[config.mk]
export PLATFORM = sky130hd
export DESIGN_NAME = trap_sequencer_flat
export DESIGN_NICKNAME = d
export VERILOG_FILES = /design/src/rtl/trap_pkg.sv /design/src/rtl/trap_sequencer_if.sv /design/src/rtl/trap_prio_enc.sv /design/src/rtl/trap_sequencer.sv /design/src/flat_wrapper.sv
export SDC_FILE = /design/constraint.sdc
export NUM_CORES = 1
export LEC_CHECK = 0
export BUFFER_PORTS_ARGS = -buffer_cell sky130_fd_sc_hd__buf_4
export CORE_MARGIN = 10
export CORE_UTILIZATION = 47
export CTS_CLUSTER_DIAMETER = 50
export CTS_CLUSTER_SIZE = 24
export DETAILED_ROUTE_END_ITERATION = 6
export GPL_ROUTABILITY_DRIVEN = 0
export PLACE_DENSITY = 0.81
export SLEW_MARGIN = 40
export SYNTH_ARGS = -nofsm -noshare
export SYNTH_HDL_FRONTEND = slang
export SYNTH_SLANG_ARGS = --single-unit
export TNS_END_PERCENT = 20
[constraint.sdc]
create_clock -name clk -period 2.6 [get_ports clk]
set_clock_uncertainty 0.2 [all_clocks]
set_input_delay 0.13 -clock clk [delete_from_list [all_inputs] [get_ports clk]]
set_output_delay 0.13 -clock clk [all_outputs]
set_load 0.01 [all_outputs]
[src/rtl/trap_pkg.sv]
// rtl/trap_pkg.sv - shared types and constants for the machine-mode trap sequencer
package trap_pkg;

  typedef enum logic [2:0] {
    ST_IDLE,
    ST_FLUSH,
    ST_SAVE,
    ST_VECTOR,
    ST_RET
  } state_e;

  localparam logic [3:0] CAUSE_ILLEGAL = 4'd2;
  localparam logic [3:0] CAUSE_BREAK   = 4'd3;
  localparam logic [3:0] CAUSE_LD_MIS  = 4'd4;
  localparam logic [3:0] CAUSE_ST_MIS  = 4'd6;
  localparam logic [3:0] CAUSE_ECALL_M = 4'd11;
  localparam logic [3:0] CAUSE_MTI     = 4'd7;
  localparam logic [3:0] CAUSE_MEI     = 4'd11;

  localparam logic [1:0] MTVEC_VECTORED = 2'b01;

  typedef struct packed {
    logic       valid;
    logic       intr;
    logic [3:0] code;
    logic       is_ret;
  } trap_evt_t;

endpackage

[src/rtl/trap_sequencer_if.sv]
// rtl/trap_sequencer_if.sv - exception/CSR/PC-mux signal bundle around the trap sequencer
interface trap_sequencer_if #(
  parameter int XLEN = 32
);
  logic            exc_addr_misalign;
  logic            exc_is_store;
  logic            exc_ecall;
  logic            exc_ebreak;
  logic            exc_illegal;
  logic            is_mret;
  logic            irq_ext;
  logic            irq_timer;
  logic            mstatus_mie;
  logic            mie_meie;
  logic            mie_mtie;
  logic [XLEN-1:0] ex_pc;
  logic [XLEN-1:0] mtvec;
  logic [XLEN-1:0] mepc;
  logic            mepc_we;
  logic [XLEN-1:0] mepc_wdata;
  logic            mcause_we;
  logic [XLEN-1:0] mcause_val;
  logic            mstatus_trap;
  logic            mstatus_ret;
  logic            flush;
  logic            stall;
  logic            pc_redirect;
  logic [XLEN-1:0] redirect_pc;
  logic            busy;

  modport master (
    input  exc_addr_misalign, exc_is_store, exc_ecall, exc_ebreak, exc_illegal,
    input  is_mret, irq_ext, irq_timer, mstatus_mie, mie_meie, mie_mtie,
    input  ex_pc, mtvec, mepc,
    output mepc_we, mepc_wdata, mcause_we, mcause_val, mstatus_trap, mstatus_ret,
    output flush, stall, pc_redirect, redirect_pc, busy
  );

  modport slave (
    output exc_addr_misalign, exc_is_store, exc_ecall, exc_ebreak, exc_illegal,
    output is_mret, irq_ext, irq_timer, mstatus_mie, mie_meie, mie_mtie,
    output ex_pc, mtvec, mepc,
    input  mepc_we, mepc_wdata, mcause_we, mcause_val, mstatus_trap, mstatus_ret,
    input  flush, stall, pc_redirect, redirect_pc, busy
  );
endinterface

[src/rtl/trap_prio_enc.sv]
// rtl/trap_prio_enc.sv - picks the single highest-priority trap or mret event this cycle
module trap_prio_enc
  import trap_pkg::*;
(
  input  logic      exc_addr_misalign_i,
  input  logic      exc_is_store_i,
  input  logic      exc_ecall_i,
  input  logic      exc_ebreak_i,
  input  logic      exc_illegal_i,
  input  logic      is_mret_i,
  input  logic      irq_ext_i,
  input  logic      irq_timer_i,
  input  logic      mstatus_mie_i,
  input  logic      mie_meie_i,
  input  logic      mie_mtie_i,
  output trap_evt_t evt_o
);

  logic ext_ok;
  logic tmr_ok;

  assign ext_ok = irq_ext_i & mstatus_mie_i & mie_meie_i;
  assign tmr_ok = irq_timer_i & mstatus_mie_i & mie_mtie_i;

  // Synchronous exceptions always outrank mret and interrupts.
  always_comb begin
    evt_o = '0;
    if (exc_illegal_i) begin
      evt_o = '{valid: 1'b1, intr: 1'b0, code: CAUSE_ILLEGAL, is_ret: 1'b0};
    end else if (exc_ebreak_i) begin
      evt_o = '{valid: 1'b1, intr: 1'b0, code: CAUSE_BREAK, is_ret: 1'b0};
    end else if (exc_ecall_i) begin
      evt_o = '{valid: 1'b1, intr: 1'b0, code: CAUSE_ECALL_M, is_ret: 1'b0};
    end else if (exc_addr_misalign_i) begin
      evt_o = '{valid: 1'b1, intr: 1'b0,
                code: exc_is_store_i ? CAUSE_ST_MIS : CAUSE_LD_MIS, is_ret: 1'b0};
    end else if (is_mret_i) begin
      evt_o = '{valid: 1'b1, intr: 1'b0, code: 4'd0, is_ret: 1'b1};
    end else if (ext_ok) begin
      evt_o = '{valid: 1'b1, intr: 1'b1, code: CAUSE_MEI, is_ret: 1'b0};
    end else if (tmr_ok) begin
      evt_o = '{valid: 1'b1, intr: 1'b1, code: CAUSE_MTI, is_ret: 1'b0};
    end
  end

endmodule

[src/rtl/trap_sequencer.sv]
// rtl/trap_sequencer.sv - sequences trap entry (flush, CSR save, vector) and mret return
module trap_sequencer
  import trap_pkg::*;
#(
  parameter int XLEN        = 32,
  parameter bit VECTORED_EN = 1'b1,
  parameter int RET_LAT     = 1
) (
  input  logic             clk,
  input  logic             rst,
  trap_sequencer_if.master bus
);

  trap_evt_t       evt;
  state_e          state_q;
  logic [1:0]      ret_cnt_q;
  logic            busy_q, flush_q, stall_q;
  logic            mepc_we_q, mcause_we_q, trap_q, ret_q, redirect_q;
  logic [XLEN-1:0] mcause_val_q, epc_q, redirect_pc_q;
  logic [XLEN-1:0] vector_pc_d;

  trap_prio_enc u_prio (
    .exc_addr_misalign_i (bus.exc_addr_misalign),
    .exc_is_store_i      (bus.exc_is_store),
    .exc_ecall_i         (bus.exc_ecall),
    .exc_ebreak_i        (bus.exc_ebreak),
    .exc_illegal_i       (bus.exc_illegal),
    .is_mret_i           (bus.is_mret),
    .irq_ext_i           (bus.irq_ext),
    .irq_timer_i         (bus.irq_timer),
    .mstatus_mie_i       (bus.mstatus_mie),
    .mie_meie_i          (bus.mie_meie),
    .mie_mtie_i          (bus.mie_mtie),
    .evt_o               (evt)
  );

  // Vectored mode only applies to interrupts; exceptions always use the base.
  always_comb begin
    vector_pc_d = {bus.mtvec[XLEN-1:2], 2'b00};
    if (VECTORED_EN && bus.mtvec[1:0] == MTVEC_VECTORED && mcause_val_q[XLEN-1]) begin
      vector_pc_d = vector_pc_d + XLEN'({mcause_val_q[3:0], 2'b00});
    end
  end

  always_ff @(posedge clk) begin
    if (rst) begin
      state_q       <= ST_IDLE;
      ret_cnt_q     <= '0;
      busy_q        <= 1'b0;
      flush_q       <= 1'b0;
      stall_q       <= 1'b0;
      mepc_we_q     <= 1'b0;
      mcause_we_q   <= 1'b0;
      trap_q        <= 1'b0;
      ret_q         <= 1'b0;
      redirect_q    <= 1'b0;
      mcause_val_q  <= '0;
      epc_q         <= '0;
      redirect_pc_q <= '0;
    end else begin
      flush_q     <= 1'b0;
      stall_q     <= 1'b0;
      mepc_we_q   <= 1'b0;
      mcause_we_q <= 1'b0;
      trap_q      <= 1'b0;
      ret_q       <= 1'b0;
      redirect_q  <= 1'b0;
      unique case (state_q)
        ST_IDLE: begin
          if (evt.valid) begin
            busy_q  <= 1'b1;
            flush_q <= 1'b1;
            stall_q <= 1'b1;
            if (evt.is_ret) begin
              state_q       <= ST_RET;
              ret_q         <= 1'b1;
              ret_cnt_q     <= 2'(RET_LAT - 1);
              redirect_q    <= (RET_LAT == 1);
              redirect_pc_q <= bus.mepc;
            end else begin
              state_q      <= ST_FLUSH;
              mcause_val_q <= {evt.intr, {(XLEN-5){1'b0}}, evt.code};
              epc_q        <= {bus.ex_pc[XLEN-1:2], 2'b00};
            end
          end
        end
        ST_FLUSH: begin
          state_q     <= ST_SAVE;
          stall_q     <= 1'b1;
          mepc_we_q   <= 1'b1;
          mcause_we_q <= 1'b1;
          trap_q      <= 1'b1;
        end
        ST_SAVE: begin
          state_q       <= ST_VECTOR;
          flush_q       <= 1'b1;
          redirect_q    <= 1'b1;
          redirect_pc_q <= vector_pc_d;
        end
        ST_VECTOR: begin
          state_q <= ST_IDLE;
          busy_q  <= 1'b0;
        end
        ST_RET: begin
          if (ret_cnt_q == 2'd0) begin
            state_q <= ST_IDLE;
            busy_q  <= 1'b0;
          end else begin
            ret_cnt_q     <= ret_cnt_q - 2'd1;
            flush_q       <= 1'b1;
            stall_q       <= 1'b1;
            redirect_q    <= (ret_cnt_q == 2'd1);
            redirect_pc_q <= bus.mepc;
          end
        end
        default: begin
          state_q <= ST_IDLE;
          busy_q  <= 1'b0;
        end
      endcase
    end
  end

  assign bus.busy         = busy_q;
  assign bus.flush        = flush_q;
  assign bus.stall        = stall_q;
  assign bus.mepc_we      = mepc_we_q;
  assign bus.mepc_wdata   = epc_q;
  assign bus.mcause_we    = mcause_we_q;
  assign bus.mcause_val   = mcause_val_q;
  assign bus.mstatus_trap = trap_q;
  assign bus.mstatus_ret  = ret_q;
  assign bus.pc_redirect  = redirect_q;
  assign bus.redirect_pc  = redirect_pc_q;

endmodule

[src/flat_wrapper.sv]
// flat-port wrapper written by rule: the top's interface ports become plain ports
module trap_sequencer_flat import trap_pkg::*;
#(
  parameter int XLEN        = 32,
  parameter bit VECTORED_EN = 1'b1,
  parameter int RET_LAT     = 1
)
  (clk, rst, bus_exc_addr_misalign, bus_exc_is_store, bus_exc_ecall, bus_exc_ebreak, bus_exc_illegal, bus_is_mret, bus_irq_ext, bus_irq_timer, bus_mstatus_mie, bus_mie_meie, bus_mie_mtie, bus_ex_pc, bus_mtvec, bus_mepc, bus_mepc_we, bus_mepc_wdata, bus_mcause_we, bus_mcause_val, bus_mstatus_trap, bus_mstatus_ret, bus_flush, bus_stall, bus_pc_redirect, bus_redirect_pc, bus_busy);
  trap_sequencer_if #(.XLEN(XLEN)) bus_i ();
  input  logic clk;
  input  logic rst;
  input wire logic [$bits(bus_i.exc_addr_misalign)-1:0] bus_exc_addr_misalign;
  input wire logic [$bits(bus_i.exc_is_store)-1:0] bus_exc_is_store;
  input wire logic [$bits(bus_i.exc_ecall)-1:0] bus_exc_ecall;
  input wire logic [$bits(bus_i.exc_ebreak)-1:0] bus_exc_ebreak;
  input wire logic [$bits(bus_i.exc_illegal)-1:0] bus_exc_illegal;
  input wire logic [$bits(bus_i.is_mret)-1:0] bus_is_mret;
  input wire logic [$bits(bus_i.irq_ext)-1:0] bus_irq_ext;
  input wire logic [$bits(bus_i.irq_timer)-1:0] bus_irq_timer;
  input wire logic [$bits(bus_i.mstatus_mie)-1:0] bus_mstatus_mie;
  input wire logic [$bits(bus_i.mie_meie)-1:0] bus_mie_meie;
  input wire logic [$bits(bus_i.mie_mtie)-1:0] bus_mie_mtie;
  input wire logic [$bits(bus_i.ex_pc)-1:0] bus_ex_pc;
  input wire logic [$bits(bus_i.mtvec)-1:0] bus_mtvec;
  input wire logic [$bits(bus_i.mepc)-1:0] bus_mepc;
  output wire logic [$bits(bus_i.mepc_we)-1:0] bus_mepc_we;
  output wire logic [$bits(bus_i.mepc_wdata)-1:0] bus_mepc_wdata;
  output wire logic [$bits(bus_i.mcause_we)-1:0] bus_mcause_we;
  output wire logic [$bits(bus_i.mcause_val)-1:0] bus_mcause_val;
  output wire logic [$bits(bus_i.mstatus_trap)-1:0] bus_mstatus_trap;
  output wire logic [$bits(bus_i.mstatus_ret)-1:0] bus_mstatus_ret;
  output wire logic [$bits(bus_i.flush)-1:0] bus_flush;
  output wire logic [$bits(bus_i.stall)-1:0] bus_stall;
  output wire logic [$bits(bus_i.pc_redirect)-1:0] bus_pc_redirect;
  output wire logic [$bits(bus_i.redirect_pc)-1:0] bus_redirect_pc;
  output wire logic [$bits(bus_i.busy)-1:0] bus_busy;
  assign bus_i.exc_addr_misalign = bus_exc_addr_misalign;
  assign bus_i.exc_is_store = bus_exc_is_store;
  assign bus_i.exc_ecall = bus_exc_ecall;
  assign bus_i.exc_ebreak = bus_exc_ebreak;
  assign bus_i.exc_illegal = bus_exc_illegal;
  assign bus_i.is_mret = bus_is_mret;
  assign bus_i.irq_ext = bus_irq_ext;
  assign bus_i.irq_timer = bus_irq_timer;
  assign bus_i.mstatus_mie = bus_mstatus_mie;
  assign bus_i.mie_meie = bus_mie_meie;
  assign bus_i.mie_mtie = bus_mie_mtie;
  assign bus_i.ex_pc = bus_ex_pc;
  assign bus_i.mtvec = bus_mtvec;
  assign bus_i.mepc = bus_mepc;
  assign bus_mepc_we = bus_i.mepc_we;
  assign bus_mepc_wdata = bus_i.mepc_wdata;
  assign bus_mcause_we = bus_i.mcause_we;
  assign bus_mcause_val = bus_i.mcause_val;
  assign bus_mstatus_trap = bus_i.mstatus_trap;
  assign bus_mstatus_ret = bus_i.mstatus_ret;
  assign bus_flush = bus_i.flush;
  assign bus_stall = bus_i.stall;
  assign bus_pc_redirect = bus_i.pc_redirect;
  assign bus_redirect_pc = bus_i.redirect_pc;
  assign bus_busy = bus_i.busy;
  trap_sequencer #(.XLEN(XLEN), .VECTORED_EN(VECTORED_EN), .RET_LAT(RET_LAT)) u_core (.clk(clk), .rst(rst), .bus(bus_i));
endmodule
Word-level counts from Yosys, hierarchy flattened
Cells that the tools add are included.
{ "op_classes": {"bitwise_logic": 7, "addsub": 2, "n_reduce_logical": 12, "eq_ne": 9, "n_mux": 33} }
{ "op_table": {"columns": ["operator", "count"], "rows": [
  ["32-bit two-way mux", 4],
  ["32-bit one-hot mux with 3 select lines", 1],
  ["7-bit two-way mux", 7],
  ["32-bit by 6-bit adder with 32-bit output", 1],
  ["1-bit one-hot mux with 3 select lines", 4],
  ["3-bit one-hot mux with 4 select lines", 1],
  ["3-bit two-way mux", 3],
  ["1-bit two-way mux", 8],
  ["2-bit two-way mux", 4],
  ["4-bit AND reduction", 2],
  ["2-bit by 1-bit inequality test with 1-bit output, second input constant", 3],
  ["3-bit AND reduction", 2],
  ["1-bit bitwise AND", 4],
  ["2-bit by 1-bit == test with 1-bit output, second input constant", 2],
  ["2-bit one-hot mux with 2 select lines", 1],
  ["2-bit OR reduction", 2],
  ["3-bit by 1-bit == test with 1-bit output, second input constant", 1],
  ["3-bit by 2-bit == test with 1-bit output, second input constant", 1],
  ["3-bit == test, second input constant", 1],
  ["3-bit zero test", 1],
  ["1-bit inverter", 3],
  ["3-bit nonzero test", 1],
  ["2-bit zero test", 1],
  ["2-bit inequality test, second input constant", 1],
  ["other kinds (4)", 4]
]} }
{ "word_totals": {"reg_bits": 78, "wordCells": 74, "in_bits": 109, "out_inout_bits": 104} }

Longest topological paths before layout
Gate-level depths: netlist of the first run.
{ "logic_depth": {"depth_word": 12, "ltp_mapped": 9, "mapped_depth_nobuf": 7} }

Cells and area by module
Synthesis of the first run repeated with hierarchy kept, for this count alone.
{ "hier_totals": {"cells_unflattened": 543, "area_unflattened_um2": 4235.3} }
{ "modules_own_cells": {"columns": ["module", "area_each_um2", "seq_area_each_um2", "cells_per_inst", "n_inst"], "rows": [
  ["trap_sequencer", 4090.2, 1561.5, 522, 1],
  ["trap_prio_enc", 145.1, 0.0, 21, 1]
]} }

Least setup slack after synthesis of the first run
Ideal clock, no wire load.
{ "synth_timing": {"path_kind": "register to register", "start": "register u_core.ret_cnt_q[0]", "end": "register u_core.redirect_pc_q[28], in the netlist u_core.bus.redirect_pc[28]", "required_ns": 2.278, "t_arrival_ns": 1.925, "synth_period_minus_slack_ns": 2.247, "n_path_buf": 2, "setup_time_ns": 0.122, "slack_ns": 0.353, "stages_incl_launch_ff": 10, "path_cell_list": "dfxtp_1 > inv_1 > ha_1 > clkbuf_1 > nor4b_2 > a211o_1 > buf_2 > mux2i_1 > o21ai_1 > a311o_1"} }
{ "synth_via": {"elab_chain_len": 3} }
{ "synth_lines": {"columns": ["item", "line", "rtl"], "rows": [
  ["start, declared", "trap_sequencer.sv:16", "logic [1:0] ret_cnt_q;"],
  ["start signal, assigned", "trap_sequencer.sv:77", "ret_cnt_q <= 2'(RET_LAT - 1);"],
  ["start signal, assigned", "trap_sequencer.sv:109", "ret_cnt_q <= ret_cnt_q - 2'd1;"],
  ["2-bit zero test", "trap_sequencer.sv:105", "if (ret_cnt_q == 2'd0) begin"],
  ["2-bit inequality test (no line)", null, null],
  ["4-bit AND reduction (no line)", null, null],
  ["end signal, assigned", "trap_sequencer.sv:79", "redirect_pc_q <= bus.mepc;"],
  ["end signal, assigned", "trap_sequencer.sv:98", "redirect_pc_q <= vector_pc_d;"],
  ["end signal, assigned", "trap_sequencer.sv:113", "redirect_pc_q <= bus.mepc;"],
  ["end, declared", "trap_sequencer.sv:19", "logic [XLEN-1:0] mcause_val_q, epc_q, redirect_pc_q;"]
]} }
Every way passes these cells.
A chain may end at the register's enable or synchronous reset.

Worst setup path after layout of the first run
{ "layout_timing": {"start": "register u_core.mcause_val_q[3], in the netlist u_core.bus.mcause_val[3]", "end": "register u_core.redirect_pc_q[11], in the netlist u_core.bus.redirect_pc[11]"} }
{ "layout_via": {"elab_chain_len": 3} }
{ "layout_lines": {"columns": ["item", "line", "rtl"], "rows": [
  ["start, declared", "trap_sequencer.sv:19", null],
  ["start signal, assigned", "trap_sequencer.sv:82", "mcause_val_q <= {evt.intr, {(XLEN-5){1'b0}}, evt.code};"],
  ["32-bit by 6-bit adder with 32-bit output", "trap_sequencer.sv:41", "vector_pc_d = vector_pc_d + XLEN'({mcause_val_q[3:0], 2'b00});"],
  ["32-bit two-way mux", "trap_sequencer.sv:40", "if (VECTORED_EN && bus.mtvec[1:0] == MTVEC_VECTORED && mcause_val_q[XLEN-1]) begin"],
  ["32-bit one-hot mux with 3 select lines", "trap_sequencer.sv:68", "unique case (state_q)"]
]} }
Every way passes these cells.

==> impl_metrics.json, run 1 <==
{
  "hp-start": "bus_mtvec[14]",
  "hold_slack_ns": 0.00691,
  "final_cells": 930,
  "required_ns": 2.65,
  "path_class": "flip-flop to flip-flop",
  "synth_area_leaders": "dfxtp_1, nand2_1, a21oi_1",
  "wl_um": 16700,
  "io_pins": 213,
  "total_power_uw": 3230,
  "clkSinkCount": 78,
  "dr_wl_met3_um": 1240,
  "setup_viol": 0,
  "wl_per_cell_um": 18.0,
  "antenna_found_initial": 2,
  "period_share_pct": 95.5,
  "p_per_area_nw_per_um2": 477,
  "initial_core_util_pct": 47.8,
  "fin_util_pct": 74.3,
  "via_count": 5124,
  "synth_top_cell_by_area": "dfxtp_1",
  "vias_per_cell": 5.51,
  "async_flop_share_pct": 0,
  "postSynthAreaPerCell_um2": 7.83,
  "crit_fanout": 16,
  "whs_path_depth": 4,
  "drive_gt1_share_pct": 28.4,
  "drv_slew": 0,
  "setup_slack_ns": 0.118,
  "port_buffers": 181,
  "die_y_um": 116,
  "reg2reg_to": "u_core.bus.redirect_pc[11]",
  "p_switching_uw": 1070,
  "rows": 35,
  "highest_layer": "met4",
  "cts_buffer_depth": 2,
  "p_int_uw": 2150,
  "status": "completed",
  "grt_overflow": 0,
  "clkTransAtPathRegs_ns": 0.09,
  "grt_use_total_pct": 23.5,
  "cts_buffers": 9,
  "tritoncts": "done",
  "htreeDepth": 3,
  "grt_pass1_vias": 5148,
  "synth_edf_count": 0,
  "synth_cell_types": 67,
  "yosys_register_bits": 78,
  "area_growth_pct": 55.4,
  "swShare_pct": 33.3,
  "whs_endpoint": "u_core.bus.redirect_pc[14]",
  "rr_worst_depth": 8,
  "dieArea_um2": 13500,
  "synth_area_um2": 4350,
  "crit_path_start_kind": "flip-flop",
  "dp_slack_ns": 0.340,
  "drt-pass1-iter-count": 5,
  "syn_inst": 556,
  "fmax_mhz": 403,
  "wl_met1_um": 6230,
  "met2_length_um": 8610,
  "synth_top_cell_area_share_pct": 35.9,
  "hold_path_class": "input port to flip-flop",
  "drtIter0Drc": 309,
  "synthFlopType": "dfxtp_1",
  "nets": 927,
  "clock-root-buffer": "clkbuf_8",
  "cp-startpoint": "u_core.bus.mcause_val[3]",
  "hold_viol": 0,
  "post-place-cells": 827,
  "reg2reg_from": "u_core.bus.mcause_val[3]",
  "arrival_ns": 2.53,
  "irDropWorstVdd_uv": 345,
  "end_kind": "flip-flop",
  "seqPwrFrac_pct": 42.7,
  "pwr-share-clk_pct": 26.6,
  "maxCapViolCount": 0,
  "r2r_slack_ns": 0.12,
  "ant_nets": 0,
  "grt_pass1_wl_um": 25800,
  "dp_hpwl_um": 11600,
  "yosysSeqAreaShare_pct": 35.9,
  "fin_crit_ns": 2.48,
  "timing_worst_slew_pin_value_ns": 0.587,
  "p_leak_uw": 0.00299,
  "core_um2": 9110,
  "comb_power_share_pct": 30.7,
  "grt_max_degree": 52,
  "clkLatencyLatePin_ns": 0.36,
  "drc_errors": 0,
  "yosysWarnings": 0,
  "post_cts_buffers": 0,
  "relSlewSlack_pct": 60.6,
  "die_width_um": 116
}
## registers in the layout, indices dropped and copies added, names as in the netlist
name                     cells
u_core.bus.redirect_pc      32
u_core.bus.mepc_wdata       30
u_core.bus.mcause_val        5
u_core.state_q               3
u_core.ret_cnt_q             2
u_core.bus.busy              1
u_core.bus.flush             1
u_core.bus.mstatus_ret       1
u_core.bus.mstatus_trap      1
u_core.bus.pc_redirect       1
u_core.bus.stall             1
## area by class of cell
type | count | area, um2
timing repair buffer | 287 | 2380
clock inverter | 7 | 56.3
multi-input combinational | 424 | 2460
inverter | 11 | 41.3
fill | 621 | 2340
sequential | 78 | 1560
tap | 111 | 139
antenna | 3 | 7.51
clock buffer | 9 | 124
## what timing repair did
action	4_1_cts	5_1_grt
setup endpoints to repair	0	1
hold buffers	84	0
gates resized for setup	0	1
hold endpoints to repair	65	0
## routing by layer
layer	vias to the layer above	track usage (%)
met4	0	11.5
met1	2376	26.3
met3	47	5.29
met5	-	0
li1	2443	-
met2	258	41.3
## worst max-delay path by stage
| stage | endpoint | slack (ns) | depth (start not counted) |
|---|---|---|---|
| final | u_core.bus.redirect_pc[11] | 0.12 | 8 |
| after global placement | u_core.bus.redirect_pc[10] | 0.40 | 7 |
| after detailed placement | u_core.bus.redirect_pc[10] | 0.34 | 7 |
| after global routing | u_core.bus.redirect_pc[11] | -0.0003 | 8 |
| after floorplan | u_core.bus.redirect_pc[28] | 0.35 | 9 |
| after CTS | u_core.bus.redirect_pc[11] | 0.06 | 8 |
## per-stage QoR
stage / cell area [um2] / setup TNS (ns)
floorplan: 4460 / 0
finish: 6760 / 0
CTS: 6750 / 0
detailed placement: 5730 / 0
global placement: 5730 / 0
global route: 6760 / -0.000271
## power groups by stage
| stage | Sequential [uW] | Combinational, uW | Clock [uW] |
|---|---|---|---|
| 5_1_grt | 1390 | 1070 | 921 |
| 3_3_place_gp | 1390 | 840 | 0 |
| 3_5_place_dp | 1400 | 865 | 0 |
| 4_1_cts | 1370 | 971 | 871 |
| 6_report | 1380 | 989 | 859 |
| 2_1_floorplan | 1440 | 421 | 0 |
## cells by family (layout without fill, tap and decap cells)
kind of cell	after synthesis	count (layout)	synth area share, %
DFF	78	78	35.9
buffers and inverters	82	314	10.4
adders and majority gates	7	7	2.19
muxes	2	2	0.460
other	1	32	0.0862
and+or+nand+nor	223	223	25.9
xor gates and xnor gates	20	20	4.03
AOI/OAI and AO/OA	143	143	21.1
## worst max-delay path, cell delays in order, from the launching register on
cell,delay [ns]
dfxtp_1,0.35
ha_1,0.37
a21oi_2,0.28
o21ai_1,0.11
buf_4,0.21
nand3_1,0.11
xor2_1,0.13
dlygate4sd3_1,0.55
o21ai_1,0.05
## cells in the mapped netlist, drive strengths merged, types with 11 or more instances
cell type and number:
a21oi 54, a31oi 15, and3 12, buf 47
clkbuf 24, dfxtp 78, inv 11, nand2 99
nand3 23, nand4 15, nor2 29, o21ai 24
xor2 15
## layout by cell type (no fill, tap or decap), drive strengths merged, types with 4 or more instances in the layout
master       Yosys  layout
dlygate4sd3      0      84
nand4           15      15
a31oi           15      15
dfxtp           78      78
and4            10      10
buf             47     203
xnor2            5       5
conb             1      29
nand3           23      23
nor3            10      10
ha               6       6
xor2            15      15
o31ai            5       5
nand2           99      99
a211o            6       6
nor2            29      29
o21ai           24      24
a21oi           54      54
inv             11      14
a22oi            7       7
and3            12      12
nor4             6       6
a211oi           4       4
clkbuf          24       9
Note: power is estimated with default switching activity, not from simulation.
==> run 2: changes to the inputs <==
--- a/config.mk
+++ b/config.mk
@@ -7,12 +7,12 @@
 export LEC_CHECK = 0
 export BUFFER_PORTS_ARGS = -buffer_cell sky130_fd_sc_hd__buf_4
 export CORE_MARGIN = 10
-export CORE_UTILIZATION = 47
+export CORE_UTILIZATION = 42
 export CTS_CLUSTER_DIAMETER = 50
 export CTS_CLUSTER_SIZE = 24
 export DETAILED_ROUTE_END_ITERATION = 6
 export GPL_ROUTABILITY_DRIVEN = 0
-export PLACE_DENSITY = 0.81
+export PLACE_DENSITY = 0.77
 export SLEW_MARGIN = 40
 export SYNTH_ARGS = -nofsm -noshare
 export SYNTH_HDL_FRONTEND = slang
==> constraint.sdc (replaced) <==
create_clock -name clk -period 2.23 [get_ports clk]
set_clock_uncertainty 0.2 [all_clocks]
set_input_delay 0.1115 -clock clk [delete_from_list [all_inputs] [get_ports clk]]
set_output_delay 0.1115 -clock clk [all_outputs]
set_load 0.01 [all_outputs]
==> run 2 against run 1 <==
Combinational power rose by 22%. Core utilization fell by 5.5 points. Non-clock buffer count rose by 13. Global-route usage fell by 0.64 points. First-iteration DRC count rose by 66%. Final cell count rose by 4.3%. Routed wire length rose by 6.2%. Critical path depth did not move. Worst setup slack got worse by 0.073 ns. Register-to-register slack barely moved. Critical path type is now input port to flip-flop. Highest routed layer unchanged.
==> impl_metrics.json, run 2 (same netlist as run 1, synthesis figures left out) <==
{
  "crit_fanout": 16,
  "grt_use_total_pct": 22.9,
  "hold_slack_ns": 0.0226,
  "crit_path_start_kind": "input port",
  "core_um2": 10200,
  "final_common_cell": "buf_4",
  "fin_tns_setup_ns": 0,
  "p_leak_uw": 0.00308,
  "setup_viol": 0,
  "largest_reg_flops": 32,
  "post-place-cells": 857,
  "end_kind": "flip-flop",
  "wl_um": 17700,
  "clkSinkCount": 78,
  "drv_slew": 0,
  "irDropWorstVdd_uv": 347,
  "die_y_um": 122,
  "wl_per_cell_um": 18.3,
  "final_cell_mix": "buf_4, nand2_1, dlygate4sd3_1, dfxtp_1, a21oi_1",
  "hold_viol": 0,
  "cts_buffers": 9,
  "cts_buffer_depth": 2,
  "tritoncts": "done",
  "timing_worst_slew_pin_value_ns": 0.592,
  "rows": 37,
  "drtIter0Drc": 514,
  "via_count": 5344,
  "grt_max_degree": 50,
  "io_pins": 213,
  "arrival_ns": 2.26,
  "period_share_pct": 98.0,
  "clkTransAtPathRegs_ns": 0.10,
  "fillCellCount": 745,
  "total_power_uw": 4020,
  "drive_gt1_share_pct": 29.4,
  "rsz0062_at_grt": "yes",
  "relSlewSlack_pct": 60.4,
  "dieArea_um2": 14800,
  "ant_nets": 0,
  "clkLatencyLatePin_ns": 0.35,
  "post_cts_buffers": 0,
  "status": "completed",
  "hold_path_class": "input port to flip-flop",
  "clock-root-buffer": "clkbuf_8",
  "port_buffers": 181,
  "vias_per_cell": 5.51,
  "area_growth_pct": 61.6,
  "path_class": "input port to flip-flop",
  "dp_hpwl_um": 11900,
  "final_cells": 970,
  "initial_core_util_pct": 42.5,
  "grt_pass1_vias": 5464,
  "nets": 940,
  "r2r_slack_ns": 0.11,
  "p_per_area_nw_per_um2": 571,
  "required_ns": 2.30,
  "maxCapViolCount": 0,
  "drc_errors": 0,
  "grt_overflow": 0,
  "fmax_mhz": 458,
  "antenna_found_initial": 2,
  "htreeDepth": 3,
  "die_width_um": 122,
  "grt_pass1_wl_um": 27700,
  "drt-pass1-iter-count": 6,
  "fin_crit_ns": 2.18
}
## run 2: cell types whose count changed in the layout (fill, tap and decap cells not counted), moves of 2 or more
| cell | change |
|---|---|
| buf_4 | +4 |
| bufinv_16 | +2 |
| diode_2 | +2 |
| dlygate4sd3_1 | +8 |
| inv_6 | -3 |
| nor4b_2 | -2 |
| nor4b_4 | +2 |
## run 2: final cells by class
| type | instances | area (um2) | area share [%] |
|---|---|---|---|
| antenna | 5 | 12.5 | 0.178 |
| clock buffer | 9 | 124 | 1.76 |
| clock inverter | 7 | 98.8 | 1.41 |
| inverter | 11 | 41.3 | 0.587 |
| multi-input combinational | 424 | 2530 | 36.0 |
| sequential | 78 | 1560 | 22.2 |
| tap | 136 | 170 | 2.42 |
| timing repair buffer | 300 | 2490 | 35.5 |
## run 2: per-layer routing
layer  global-route usage (%)  routed length [um]
met3                     5.37                1470
met5                        0                   0
met2                     38.7                8830
met1                     25.6                6540
met4                     14.1                 904
## run 2: timing repair
item,CTS,global route
endpoints found under the hold margin,70,0
endpoints found under the setup margin,0,50
gates resized for setup,0,17
hold buffers,92,0
## run 2: worst paths after layout
check	from	endpoint	cells past startpoint
worst max-delay path	bus_mtvec[13]	u_core.bus.redirect_pc[24]	8
worst min-delay path	bus_mtvec[6]	u_core.bus.redirect_pc[6]	4
worst max register to register	u_core.bus.mcause_val[1]	u_core.bus.redirect_pc[7]	7
worst min register to register	u_core.bus.redirect_pc[1]	u_core.bus.redirect_pc[1]	2
## run 2: through the flow
step	setup slack (ns)	utilization (%)	area, um2
after floorplan	0.0370	-	4470
after global placement	0.0109	56.6	5790
after global routing	-0.0386	68.7	7030
after CTS	0.0121	67.8	6940
after detailed placement	0.0370	56.7	5800
final	0.0454	68.7	7030
## run 2: critical path: stages
cell,delay (ns)
dlygate4sd3_1,0.56
buf_4,0.14
nand4_1,0.23
nor4_4,0.33
buf_4,0.25
nand4_1,0.13
or4_1,0.42
o211ai_1,0.09
## run 2: power breakdown
group          internal, uW  switching (uW)  leakage, uW  total, uW
logic                   590             619      0.00233       1210
registers              1520            81.9     0.000641       1600
clock network           635             567     0.000109       1200
==> run 3: changes to the inputs <==
--- a/config.mk
+++ b/config.mk
@@ -6,13 +6,14 @@
 export NUM_CORES = 1
 export LEC_CHECK = 0
 export BUFFER_PORTS_ARGS = -buffer_cell sky130_fd_sc_hd__buf_4
+export CORE_ASPECT_RATIO = 0.5
 export CORE_MARGIN = 10
 export CORE_UTILIZATION = 42
 export CTS_CLUSTER_DIAMETER = 50
 export CTS_CLUSTER_SIZE = 24
 export DETAILED_ROUTE_END_ITERATION = 6
 export GPL_ROUTABILITY_DRIVEN = 0
-export PLACE_DENSITY = 0.77
+export PLACE_DENSITY = 0.86
 export SLEW_MARGIN = 40
 export SYNTH_ARGS = -nofsm -noshare
 export SYNTH_HDL_FRONTEND = slang
==> run 3 against run 2 <==
Power increased by 4.5%. Worst hold slack got worse by 0.014 ns. Sequential share of layout area decreased by 0.055 points. Combinational power about the same. Clock-buffer cell count increased by 1. Core utilization increased by 0.83 points. Critical path depth decreased by 1. Critical endpoint is now u_core.bus.redirect_pc[30]. Highest routed layer unchanged.
==> impl_metrics.json, run 3 (same netlist as run 1, synthesis figures left out) <==
{
  "drt-pass1-iter-count": 6,
  "vias_per_cell": 5.46,
  "io_pins": 213,
  "stdcell_area_um2": 7060,
  "clkSinkCount": 78,
  "drtIter0Drc": 507,
  "clkLatencyLatePin_ns": 0.33,
  "drv_slew": 0,
  "fillCellCount": 746,
  "path_buf_inv": 2,
  "reg2reg_from": "u_core.state_q[1]",
  "period_share_pct": 96.9,
  "clock-root-buffer": "clkbuf_16",
  "crit_end": "u_core.bus.redirect_pc[30]",
  "ant_nets": 0,
  "path_delay_family": "simple AND/OR/NAND/NOR gates",
  "wl_um": 17800,
  "core_um2": 10100,
  "final_cells": 969,
  "dp_hpwl_um": 11300,
  "irDropWorstVdd_uv": 518,
  "drive_gt1_share_pct": 30.7,
  "die_y_um": 92.0,
  "total_power_uw": 4200,
  "crit_fanout": 7,
  "cp-startpoint": "u_core.state_q[1]",
  "dieArea_um2": 15100,
  "hold_path_class": "input port to flip-flop",
  "area_growth_pct": 62.3,
  "p_leak_uw": 0.00310,
  "port_buffers": 181,
  "maxCapViolCount": 0,
  "grt_pass1_wl_um": 27100,
  "final_common_cell": "buf_4",
  "fin_crit_ns": 2.16,
  "grt_overflow": 0,
  "cts_buffers": 9,
  "initial_core_util_pct": 42.9,
  "via_count": 5288,
  "crit_path_start_kind": "flip-flop",
  "cp_num_cells": 7,
  "nets": 939,
  "post-place-cells": 867,
  "antenna_found_initial": 1,
  "fmax_mhz": 463,
  "htreeDepth": 3,
  "tritoncts": "done",
  "timing_worst_slew_pin_value_ns": 0.621,
  "die_width_um": 164,
  "cts_buffer_depth": 2,
  "rows": 26,
  "place_area_um2": 5880,
  "setup_viol": 0,
  "reg2reg_to": "u_core.bus.redirect_pc[30]",
  "largest_reg_flops": 32,
  "wl_per_cell_um": 18.4,
  "grt_max_degree": 36,
  "grt_pass1_vias": 5420,
  "cp_slowest_cell": "dfxtp_1",
  "drc_errors": 0,
  "p_per_area_nw_per_um2": 594,
  "arrival_ns": 2.20,
  "clkTransAtPathRegs_ns": 0.06,
  "rr_worst_depth": 7,
  "end_kind": "flip-flop",
  "status": "completed",
  "required_ns": 2.27,
  "r2r_slack_ns": 0.07,
  "hold_viol": 0,
  "crit_path_frequent_cell": "buf_4",
  "path_class": "flip-flop to flip-flop",
  "relSlewSlack_pct": 58.4,
  "critPathMaxStageDelay_ns": 0.48,
  "final_cell_mix": "buf_4, nand2_1, dlygate4sd3_1, dfxtp_1, a21oi_1",
  "crit_chain": "buf_4, nor4b_4, a211o_1, buf_4, nor2_1, a22oi_1, nor3_1",
  "grt_use_total_pct": 21.8
}
[run 3: cell types whose count changed in the layout (fill, tap and decap cells not counted), moves of 3 or more]
cell / delta
clkinvlp_4: +3
dlygate4sd3_1: -9
clkbuf_8: -9
buf_4: +6
diode_2: -4
clkbuf_16: +9
buf_12: +3
[run 3: where the power goes]
part           leakage [uW]  internal, uW  switching, uW
Combinational       0.00234           592            618
Clock              0.000121           760            617
Sequential         0.000642          1520           83.9
Total               0.00310          2880           1320
[run 3: worst min-delay path: cells and delay by family]
family / cells / cell delay (ns)
compound gates: 2 / 0.13
buf+inv: 1 / 0.11
simple gates: 2 / 0.14
[run 3: cell type report]
| type | instances | area (um2) | area share (%) |
|---|---|---|---|
| Antenna cell | 1 | 2.50 | 0.0354 |
| Clock buffer | 10 | 229 | 3.24 |
| Clock inverter | 6 | 47.5 | 0.673 |
| Inverter | 11 | 41.3 | 0.585 |
| Multi-Input combinational cell | 424 | 2510 | 35.5 |
| Sequential cell | 78 | 1570 | 22.2 |
| Tap cell | 140 | 175 | 2.48 |
| Timing Repair Buffer | 299 | 2490 | 35.3 |
[run 3: stage by stage]
step	util [%]	setup TNS, ns	hold slack [ns]	setup WS (ns)
detailed placement	58.0	0	0.167	0.0518
finish	69.6	0	0.00831	0.0686
global placement	58.0	0	0.159	0.100
global route	69.6	-0.112	0.0451	-0.0587
CTS	68.9	0	0.00352	0.0144
floorplan	-	0	0.0475	0.0370
[run 3: how the worst min path moves through the flow]
stage	startpoint	end	slack [ns]	depth (start not counted)
after global placement	bus_ex_pc[28]	u_core.bus.mepc_wdata[28]	0.16	3
final	bus_mepc[12]	u_core.bus.redirect_pc[12]	0.008	5
after floorplan	bus_ex_pc[10]	u_core.bus.mepc_wdata[10]	0.05	2
after CTS	bus_mtvec[6]	u_core.bus.redirect_pc[6]	0.004	4
after global routing	bus_mepc[12]	u_core.bus.redirect_pc[12]	0.05	5
after detailed placement	bus_ex_pc[5]	u_core.bus.mepc_wdata[5]	0.17	3
[run 3: timing repair]
action                                  4_1_cts  5_1_grt
gates resized for setup                       0       14
setup buffers                                 0        2
hold buffers                                 83        0
hold endpoints to repair                     67        0
endpoints found under the setup margin        0       16
[run 3: metal layers]
layer / vias to the layer above / global-route usage, % / wire length (um)
met5: - / 0 / 0
met4: 0 / 10.8 / 924
met3: 85 / 6.11 / 1560
met2: 317 / 40.3 / 8970
met1: 2427 / 22.4 / 6350
li1: 2459 / - / -
